[src/rtl/barrel_video_pkg.sv]
// Shared video-pipeline types and default raster geometry for the barrel
// distortion chain (conditioner and corrector).
package barrel_video_pkg;
  localparam int DEF_WIDTH       = 1920;
  localparam int DEF_HEIGHT      = 1080;
  localparam int DEF_DATA_WIDTH  = 24;
  localparam int DEF_COORD_WIDTH = 16;

  typedef enum logic [2:0] {
    WAIT_SOF,
    PASS,
    PAD_LINE,
    DROP_LINE,
    PAD_FRAME
  } cond_state_t;
endpackage

[src/rtl/axis_frame_conditioner_if.sv]
// AXI4-Stream video bus: pixel, valid/ready, end-of-line and start-of-frame.
interface axis_frame_conditioner_if #(
  parameter int DATA_WIDTH = 24
);
  logic [DATA_WIDTH-1:0] tdata;
  logic                  tvalid;
  logic                  tlast;
  logic                  tuser;
  logic                  tready;

  modport master (output tdata, tvalid, tlast, tuser, input tready);
  modport slave  (input tdata, tvalid, tlast, tuser, output tready);
endinterface

[src/rtl/axis_reg_slice.sv]
// One-deep output register slice. A new word is loaded whenever the slot is
// empty or being drained this cycle; the word is held while stalled.
module axis_reg_slice #(
  parameter int W = 26
) (
  input  logic         clk,
  input  logic         rst,
  input  logic         load,
  input  logic [W-1:0] din,
  input  logic         ready,
  output logic         adv,
  output logic         valid,
  output logic [W-1:0] dout
);
  assign adv = !valid || ready;

  // Output register: refill on advance, otherwise hold.
  always_ff @(posedge clk) begin
    if (rst) begin
      valid <= 1'b0;
      dout  <= '0;
    end else if (adv) begin
      valid <= load;
      if (load) dout <= din;
    end
  end
endmodule

[src/rtl/axis_frame_conditioner.sv]
// Forces an incoming AXI4-Stream into a strict WIDTH x HEIGHT raster:
// pads short lines/frames with FILL_VALUE, drops overlong lines and stray
// beats, and flags each fault with a one-cycle pulse.
module axis_frame_conditioner
  import barrel_video_pkg::*;
#(
  parameter int WIDTH       = DEF_WIDTH,
  parameter int HEIGHT      = DEF_HEIGHT,
  parameter int DATA_WIDTH  = DEF_DATA_WIDTH,
  parameter int COORD_WIDTH = DEF_COORD_WIDTH,
  parameter logic [DATA_WIDTH-1:0] FILL_VALUE = '0
) (
  input  logic clk,
  input  logic rst,
  axis_frame_conditioner_if.slave  s_axis,
  axis_frame_conditioner_if.master m_axis,
  output logic err_short_line,
  output logic err_long_line,
  output logic err_early_sof,
  output logic err_orphan,
  output logic frame_done
);
  localparam logic [COORD_WIDTH-1:0] XMAX = COORD_WIDTH'(WIDTH - 1);
  localparam logic [COORD_WIDTH-1:0] YMAX = COORD_WIDTH'(HEIGHT - 1);

  cond_state_t state, nx_state;
  logic [COORD_WIDTH-1:0] x, y;
  logic at_eol, at_eof, adv, out_valid, eof_r;
  logic tready_c, accept, fwd, emit, step;
  logic [DATA_WIDTH-1:0] e_data;
  logic e_user, e_short, e_long, e_sof, e_orph;
  logic [DATA_WIDTH+1:0] slice_d, slice_q;

  // x/y always name the next pixel to be emitted
  assign at_eol = (x == XMAX);
  assign at_eof = at_eol && (y == YMAX);

  // Ready, emit and next-state decode for the current cycle
  always_comb begin
    tready_c = 1'b0;
    fwd      = 1'b0;
    emit     = 1'b0;
    step     = 1'b0;
    e_data   = FILL_VALUE;
    e_user   = 1'b0;
    e_short  = 1'b0;
    e_long   = 1'b0;
    e_sof    = 1'b0;
    e_orph   = 1'b0;
    nx_state = state;
    unique case (state)
      WAIT_SOF:  tready_c = adv;
      PASS:      tready_c = adv && !s_axis.tuser;  // mid-frame SOF is left pending
      DROP_LINE: tready_c = !s_axis.tuser;
      default:   tready_c = 1'b0;
    endcase
    if (rst) tready_c = 1'b0;
    accept = s_axis.tvalid && tready_c;

    case (state)
      WAIT_SOF: if (accept) begin
        if (s_axis.tuser) fwd = 1'b1;
        else              e_orph = 1'b1;
      end
      PASS: begin
        if (s_axis.tvalid && s_axis.tuser && adv) begin
          e_sof    = 1'b1;
          nx_state = PAD_FRAME;
        end else if (accept) begin
          fwd = 1'b1;
        end
      end
      PAD_LINE: if (adv) begin
        emit = 1'b1;
        step = 1'b1;
        if (at_eol) nx_state = at_eof ? WAIT_SOF : PASS;
      end
      DROP_LINE: begin
        // y==0 here means the dropped tail belonged to the frame's last line
        if (s_axis.tvalid && s_axis.tuser) begin
          e_sof    = 1'b1;
          nx_state = (y == '0) ? WAIT_SOF : PAD_FRAME;
        end else if (accept && s_axis.tlast) begin
          nx_state = (y == '0) ? WAIT_SOF : PASS;
        end
      end
      PAD_FRAME: if (adv) begin
        emit = 1'b1;
        step = 1'b1;
        if (at_eof) nx_state = WAIT_SOF;
      end
      default: ;
    endcase

    // A forwarded beat is judged against the line geometry at its x
    if (fwd) begin
      emit   = 1'b1;
      step   = 1'b1;
      e_data = s_axis.tdata;
      e_user = (state == WAIT_SOF);
      if (s_axis.tlast && !at_eol) begin
        e_short  = 1'b1;
        nx_state = PAD_LINE;
      end else if (!s_axis.tlast && at_eol) begin
        e_long   = 1'b1;
        nx_state = DROP_LINE;
      end else begin
        nx_state = at_eof ? WAIT_SOF : PASS;
      end
    end
  end

  assign s_axis.tready = tready_c;
  assign slice_d       = {at_eol, e_user, e_data};

  axis_reg_slice #(.W(DATA_WIDTH + 2)) u_slice (
    .clk   (clk),
    .rst   (rst),
    .load  (emit),
    .din   (slice_d),
    .ready (m_axis.tready),
    .adv   (adv),
    .valid (out_valid),
    .dout  (slice_q)
  );

  assign m_axis.tvalid = out_valid;
  assign m_axis.tdata  = slice_q[DATA_WIDTH-1:0];
  assign m_axis.tuser  = slice_q[DATA_WIDTH];
  assign m_axis.tlast  = slice_q[DATA_WIDTH+1];

  // FSM state, raster counters and registered fault/frame pulses
  always_ff @(posedge clk) begin
    if (rst) begin
      state          <= WAIT_SOF;
      x              <= '0;
      y              <= '0;
      eof_r          <= 1'b0;
      err_short_line <= 1'b0;
      err_long_line  <= 1'b0;
      err_early_sof  <= 1'b0;
      err_orphan     <= 1'b0;
      frame_done     <= 1'b0;
    end else begin
      state          <= nx_state;
      err_short_line <= e_short;
      err_long_line  <= e_long;
      err_early_sof  <= e_sof;
      err_orphan     <= e_orph;
      if (step) begin
        if (at_eol) begin
          x <= '0;
          y <= at_eof ? '0 : y + COORD_WIDTH'(1);
        end else begin
          x <= x + COORD_WIDTH'(1);
        end
      end
      if (adv) eof_r <= emit && at_eof;
      frame_done <= out_valid && m_axis.tready && eof_r;
    end
  end
endmodule

[src/flat_wrapper.sv]
// flat-port wrapper written by rule: the top's interface ports become plain ports
module axis_frame_conditioner_flat import barrel_video_pkg::*;
#(
  parameter int WIDTH       = DEF_WIDTH,
  parameter int HEIGHT      = DEF_HEIGHT,
  parameter int DATA_WIDTH  = DEF_DATA_WIDTH,
  parameter int COORD_WIDTH = DEF_COORD_WIDTH,
  parameter logic [DATA_WIDTH-1:0] FILL_VALUE = '0
)
  (clk, rst, err_short_line, err_long_line, err_early_sof, err_orphan, frame_done, s_axis_tdata, s_axis_tvalid, s_axis_tlast, s_axis_tuser, s_axis_tready, m_axis_tdata, m_axis_tvalid, m_axis_tlast, m_axis_tuser, m_axis_tready);
  axis_frame_conditioner_if #(.DATA_WIDTH(DATA_WIDTH)) s_axis_i ();
  axis_frame_conditioner_if #(.DATA_WIDTH(DATA_WIDTH)) m_axis_i ();
  input  logic clk;
  input  logic rst;
  output logic err_short_line;
  output logic err_long_line;
  output logic err_early_sof;
  output logic err_orphan;
  output logic frame_done;
  input wire logic [$bits(s_axis_i.tdata)-1:0] s_axis_tdata;
  input wire logic [$bits(s_axis_i.tvalid)-1:0] s_axis_tvalid;
  input wire logic [$bits(s_axis_i.tlast)-1:0] s_axis_tlast;
  input wire logic [$bits(s_axis_i.tuser)-1:0] s_axis_tuser;
  output wire logic [$bits(s_axis_i.tready)-1:0] s_axis_tready;
  output wire logic [$bits(m_axis_i.tdata)-1:0] m_axis_tdata;
  output wire logic [$bits(m_axis_i.tvalid)-1:0] m_axis_tvalid;
  output wire logic [$bits(m_axis_i.tlast)-1:0] m_axis_tlast;
  output wire logic [$bits(m_axis_i.tuser)-1:0] m_axis_tuser;
  input wire logic [$bits(m_axis_i.tready)-1:0] m_axis_tready;
  assign s_axis_i.tdata = s_axis_tdata;
  assign s_axis_i.tvalid = s_axis_tvalid;
  assign s_axis_i.tlast = s_axis_tlast;
  assign s_axis_i.tuser = s_axis_tuser;
  assign s_axis_tready = s_axis_i.tready;
  assign m_axis_tdata = m_axis_i.tdata;
  assign m_axis_tvalid = m_axis_i.tvalid;
  assign m_axis_tlast = m_axis_i.tlast;
  assign m_axis_tuser = m_axis_i.tuser;
  assign m_axis_i.tready = m_axis_tready;
  axis_frame_conditioner #(.WIDTH(WIDTH), .HEIGHT(HEIGHT), .DATA_WIDTH(DATA_WIDTH), .COORD_WIDTH(COORD_WIDTH), .FILL_VALUE(FILL_VALUE)) u_core (.clk(clk), .rst(rst), .s_axis(s_axis_i), .m_axis(m_axis_i), .err_short_line(err_short_line), .err_long_line(err_long_line), .err_early_sof(err_early_sof), .err_orphan(err_orphan), .frame_done(frame_done));
endmodule
[config.mk]
export PLATFORM = sky130hd
export DESIGN_NAME = axis_frame_conditioner_flat
export DESIGN_NICKNAME = d
export VERILOG_FILES = /design/src/rtl/barrel_video_pkg.sv /design/src/rtl/axis_frame_conditioner_if.sv /design/src/rtl/axis_reg_slice.sv /design/src/rtl/axis_frame_conditioner.sv /design/src/flat_wrapper.sv
export SDC_FILE = /design/constraint.sdc
export NUM_CORES = 1
export LEC_CHECK = 0
export ABC_AREA = 1
export CAP_MARGIN = 0
export CORE_UTILIZATION = 35
export CTS_BUF_LIST = sky130_fd_sc_hd__clkbuf_16
export CTS_CLUSTER_SIZE = 24
export DETAILED_ROUTE_END_ITERATION = 7
export PLACE_DENSITY = 0.62
export SLEW_MARGIN = 10
export SYNTH_ARGS = -nofsm -noshare
export SYNTH_HDL_FRONTEND = slang
export SYNTH_SLANG_ARGS = --single-unit
[constraint.sdc]
create_clock -name clk -period 5.9 [get_ports clk]
set_clock_uncertainty 0.2 [all_clocks]
set_input_delay 0.885 -clock clk [delete_from_list [all_inputs] [get_ports clk]]
set_output_delay 0.885 -clock clk [all_outputs]
set_load 0.02 [all_outputs]
### Word level (Yosys, flattened, before mapping)

Index checks and enable logic that the tools add are counted.

* word-level logic and storage cells: 88
* bits in registers: 68
* input port bits: 30
* output and inout bits: 33

* add/subtract/negate cells: 2
* multiplexer cells: 34
* bitwise operators: 3
* reduce and logical (&&, ||, !) cells: 26
* equal/unequal tests: 12

Operators with widths (count)
* two-way mux 3 bit: 11
* adder 16 x 1 -> 16 bit, second input constant: 2
* equality test 16 x 11 -> 1 bit, second input constant: 2
* two-way mux 16 bit: 2
* two-way mux 24 bit: 1
* zero test 16 bit: 1
* two-way mux 1 bit: 16
* inequality test 3 x 1 -> 1 bit, second input constant: 5
* one-hot mux 3 bit (4 select lines): 1
* logical AND 1 bit: 11
* AND reduction 7 bit: 1
* equality test 3 x 2 -> 1 bit, second input constant: 2
* OR reduction 3 bit: 2
* nonzero test 5 bit: 1
* zero test 1 bit: 4
* inequality test 4 x 1 -> 1 bit, second input constant: 1
* one-hot mux 1 bit (2 select lines): 2
* AND reduction 2 bit: 2
* OR reduction 2 bit: 2
* equality test 3 x 1 -> 1 bit, second input constant: 1
* equality test 3 bit, second input constant: 1
* zero test 3 bit: 1
* inverter 1 bit: 3
* one-hot mux 1 bit (3 select lines): 1
* logical OR 1 bit: 1

### Longest topological paths before layout

* depth after elaboration: 11
* depth in mapped cells: 13
* depth with buffers taken out: 13

### Cells and area by module

From an unflattened synthesis, not the netlist that was laid out.

* cells, all modules: 640
* area total of the unflattened synthesis: 4102.7 µm²

Modules (own cells, without submodules)
* axis_frame_conditioner: times used 1, cells each 465, area each 2831.5 µm², sequential area each 820.8 µm²
* axis_reg_slice: times used 1, cells each 175, area each 1271.2 µm², sequential area each 540.5 µm²

### Worst setup path after synthesis

No wires, ideal clock.

* kind: input to output
* from: input m_axis_tready
* to: output s_axis_tready
* stages on the path: 4
* required time: 4815 ps
* buffers on the path: 0
* slack: 3390 ps
* arrival time: 1425 ps
* path through: inv_1 -> nand2_1 -> nand3_1 -> a21oi_4

* cells in the longest elaborated chain, start to end: 4

RTL lines
* start, declared: RTL line flat_wrapper.sv:29 `input wire logic [$bits(m_axis_i.tready)-1:0] m_axis_tready;`
* logical OR 1 bit *: RTL line axis_reg_slice.sv:15 `assign adv = !valid || ready;`
* logical AND 1 bit: RTL line axis_frame_conditioner.sv:53 `PASS: tready_c = adv && !s_axis.tuser;`
* one-hot mux 1 bit (3 select lines) *: RTL line axis_frame_conditioner.sv:51 `unique case (state)`
* two-way mux 1 bit *: RTL line axis_frame_conditioner.sv:57 `if (rst) tready_c = 1'b0;`
* end, declared: RTL line flat_wrapper.sv:24 `output wire logic [$bits(s_axis_i.tready)-1:0] s_axis_tready;`

Every way passes the cells marked *; elsewhere a longest branch is shown, timed or not.

### Worst setup path in the final report

Ends and elaborated chain as after synthesis.

==> implementation parameters <==
Parameter                              Value

Placed design
  Dpl hpwl ... 6300 um
  Weighted congestion at the end of routability-driven global placement ... 0.890
  Buffers on Ports ... 62
  Area of placed instances ... 4250 um2
  Pre-CTS setup slack ... 2.23 ns

STA
  Pin slew with the least headroom to its limit ... 1.07 ns
  Final Setup Violations ... 0
  Final hold vios ... 0
  Worst slew slack as a fraction of its limit ... 29.0%
  RSZ-0062 raised after global routing ... false
  Final min period ... 3.69 ns
  Portion of the clock cycle consumed by the worst path in the final layout ... 62.6%
  Worst-case setup margin in the final layout ... 2.21 ns
  Achievable clock frequency ... 0.271 GHz
  Slew Viols, Final ... 0
  Total negative setup slack ... 0 ns

Yosys
  Synthesis warning total ... 0
  Mapped Area ... 3620 um2
  Flip-flop and latch count after synthesis ... 68
  Area contributors post-synth ... sky130_fd_sc_hd__dfxtp_1 38%, sky130_fd_sc_hd__nand2_1 17%, sky130_fd_sc_hd__a21oi_1 8.3%
  Area share of the largest cell type after synthesis ... 37.6%
  Cell type with the largest total area after synthesis ... sky130_fd_sc_hd__dfxtp_1
  Average instance area after synthesis ... 6.80 um2
  Number of nets in the synthesized netlist ... 567
  Number of cells produced by synthesis ... 532
  Sequential area share after synthesis ... 37.6%
  Post-synth cell types ... 34

Finish
  Area growth syn-to-layout ... 26.2%
  Layout cells sized above 1 ... 5.43%
  Most common cell after layout, fill and taps aside ... sky130_fd_sc_hd__nand2_1
  Layout Cell Area excl Fill ... 4570 um2
  Ant diodes ... 0
  Post-layout net count ... 620
  Commonest cells after routing, fill and taps aside ... 165 x sky130_fd_sc_hd__nand2_1, 68 x sky130_fd_sc_hd__dfxtp_1, 61 x sky130_fd_sc_hd__clkdlybuf4s50_1

Clock tree
  Clock transition at the registers of the reported paths ... 0.05 ns
  Deepest clock path buffer count ... 2
  # resized after CTS ... 0
  Clock latency reported for the late side of the worst-skew pair ... 0.33 ns
  TritonCTS clock tree ... yes
  Number of buffers inserted for hold repair after clock tree synthesis ... 0
  Number of buffers created by CTS ... 9
  Clock net sink count ... 68
  Max H-tree Level ... 3
  Setup fix buffers added after clock tree synthesis ... 0
  Clock Tree Root ... sky130_fd_sc_hd__clkbuf_16

Floorplanning
  Number of primary I/O pins ... 63
  Core box area ... 9910 um2
  Initial Utilization ... 36.5%
  Chip height ... 104 um
  Die ar. ... 10800 um2
  Die extent in x ... 104 um
  Number of placement rows ... 36

Power and ir drop
  Maximum vdd drop ... 0.000152 V
  PwrDens ... 321 nW/um2
  Static leakage power ... 1.66 nW
  Pwr Total ... 0.00147 W

Routing
  Number of iterations in the first detailed-routing pass ... 4
  Vias ... 3485
  Drt drc ... 0
  Mean routed wirelength per cell ... 12.4 um
  Via/cell ratio ... 4.83
  DRT Wirelength ... 8930 um
  Antenna Violating Nets Remaining ... 0
  Violation count after the first detailed-routing iteration ... 187

Critical path
  Worst path required time ... 4.82 ns
  Worst R2R Setup Slack ... 3.25 ns
  Start of the worst register-to-register path ... u_core.x[0]
  Worst r2r dst ... u_core.state[1]
  Count of cells along the worst register-to-register path ... 10
  Maximum fanout along the worst path ... 4
  Worst Setup Path Type ... in -> out
  Nature of the critical path endpoint ... primary output
  CP startpoint ... m_axis_tready
  Critical path arrival ... 2.61 ns
  CP startpoint kind ... input port

Job
  Number of maximum-capacitance violations ... 0

GRT
  Vias in the first global route ... 3343
  Largest net degree at the start of global routing ... 55
  Total overflow reported by the global router ... 0
  Wire length of the first global-routing pass ... 15300 um
  Total routing resource utilization after global routing ... 17.0%
  Initial antenna violation count ... 0

Worst hold path
  End of the worst hold path ... u_core.u_slice.dout[14]
  Hold/Removal Path Class ... reg -> reg
  Hold_sp ... u_core.u_slice.dout[14]
  Hold depth ... 2

Status
  Run status ... finished, final reports clean
-- per-layer routing --
layer	part of all wire (%)	wire (um)	track usage (%)
met2	47	4170	28.5
met1	47	4200	21.3
met4	1.5	136	5.51
met5	0	0	0
met3	4.8	428	4.15
-- synthesized netlist by cell type --
cell and count:
sky130_fd_sc_hd__a21oi_1 60, sky130_fd_sc_hd__a21oi_2 1, sky130_fd_sc_hd__a21oi_4 1, sky130_fd_sc_hd__a22oi_1 1, sky130_fd_sc_hd__buf_2 5, sky130_fd_sc_hd__buf_4 2, sky130_fd_sc_hd__buf_6 7, sky130_fd_sc_hd__buf_8 1
sky130_fd_sc_hd__clkbuf_1 6, sky130_fd_sc_hd__dfxtp_1 68, sky130_fd_sc_hd__ha_1 5, sky130_fd_sc_hd__inv_1 47, sky130_fd_sc_hd__inv_2 2, sky130_fd_sc_hd__inv_4 1, sky130_fd_sc_hd__nand2_1 165, sky130_fd_sc_hd__nand2_2 1
sky130_fd_sc_hd__nand2_4 1, sky130_fd_sc_hd__nand3_1 40, sky130_fd_sc_hd__nand3_4 1, sky130_fd_sc_hd__nand3b_1 7, sky130_fd_sc_hd__nand3b_2 1, sky130_fd_sc_hd__nand4_1 14, sky130_fd_sc_hd__nor2_1 44, sky130_fd_sc_hd__nor2_4 2
sky130_fd_sc_hd__nor3_1 19, sky130_fd_sc_hd__nor3_2 1, sky130_fd_sc_hd__nor4_1 1, sky130_fd_sc_hd__o211ai_1 1, sky130_fd_sc_hd__o21ai_0 6, sky130_fd_sc_hd__o21ai_1 2, sky130_fd_sc_hd__o21ai_2 2, sky130_fd_sc_hd__or2_2 1
sky130_fd_sc_hd__xnor2_1 2, sky130_fd_sc_hd__xor2_1 14
-- layout make-up --
cell class                 instances  area [um2]
clock inverter                     6        90.1
fill                             998        5340
sequential                        68        1360
clock buffer                       9         225
inverter                          50         190
multi-input combinational        393        1910
timing repair buffer              63         623
tap                              133         166
-- cell families (layout without fill, tap and decap cells) --
logic type	after synthesis	count (layout)	share of synthesized area, %
and+or+nand+nor	298	298	36.2
AOI/OAI and AO/OA	74	74	11.0
buffers and inverters	71	128	9.57
DFF	68	68	37.6
xor gates and xnor gates	16	16	3.87
adders and majority gates	5	5	1.73
-- sequential cells by signal, indices dropped and copies added, names as in the netlist --
name	flops
u_core.err_short_line	1
u_core.eof_r	1
u_core.err_orphan	1
u_core.state	3
u_core.u_slice.valid	1
u_core.frame_done	1
u_core.u_slice.dout	26
u_core.x	16
u_core.err_long_line	1
u_core.err_early_sof	1
u_core.y	16
-- how the worst max path moves through the flow --
stage / end / cells past startpoint
6_report: s_axis_tready / 6
3_5_place_dp: s_axis_tready / 6
5_1_grt: s_axis_tready / 6
3_3_place_gp: s_axis_tready / 6
4_1_cts: s_axis_tready / 6
2_1_floorplan: s_axis_tready / 4
-- through the flow --
step / hold WS (ns) / instances / utilization, %
2_1_floorplan: 0.222 / 532 / -
3_3_place_gp: 0.248 / 707 / 42.9
3_5_place_dp: 0.253 / 707 / 42.9
4_1_cts: 0.261 / 722 / 46.1
5_1_grt: 0.274 / 722 / 46.1
6_report: 0.259 / 722 / 46.1
-- report_power, final --
group	switching, W	internal, W	leakage, nW
clock network	0.000197	0.000368	0.151
registers	0.0000264	0.000493	0.550
logic	0.000255	0.000128	0.960
total	0.000478	0.000989	1.66
-- worst max-delay path, cell delays in order --
cell and delay (ns):
sky130_fd_sc_hd__clkdlybuf4s50_1 0.48, sky130_fd_sc_hd__inv_1 0.06, sky130_fd_sc_hd__nand2_1 0.12, sky130_fd_sc_hd__nand3_1 0.18
sky130_fd_sc_hd__a21oi_4 0.24, sky130_fd_sc_hd__clkdlybuf4s50_1 0.64
Note: power is estimated with default switching activity, not from simulation.
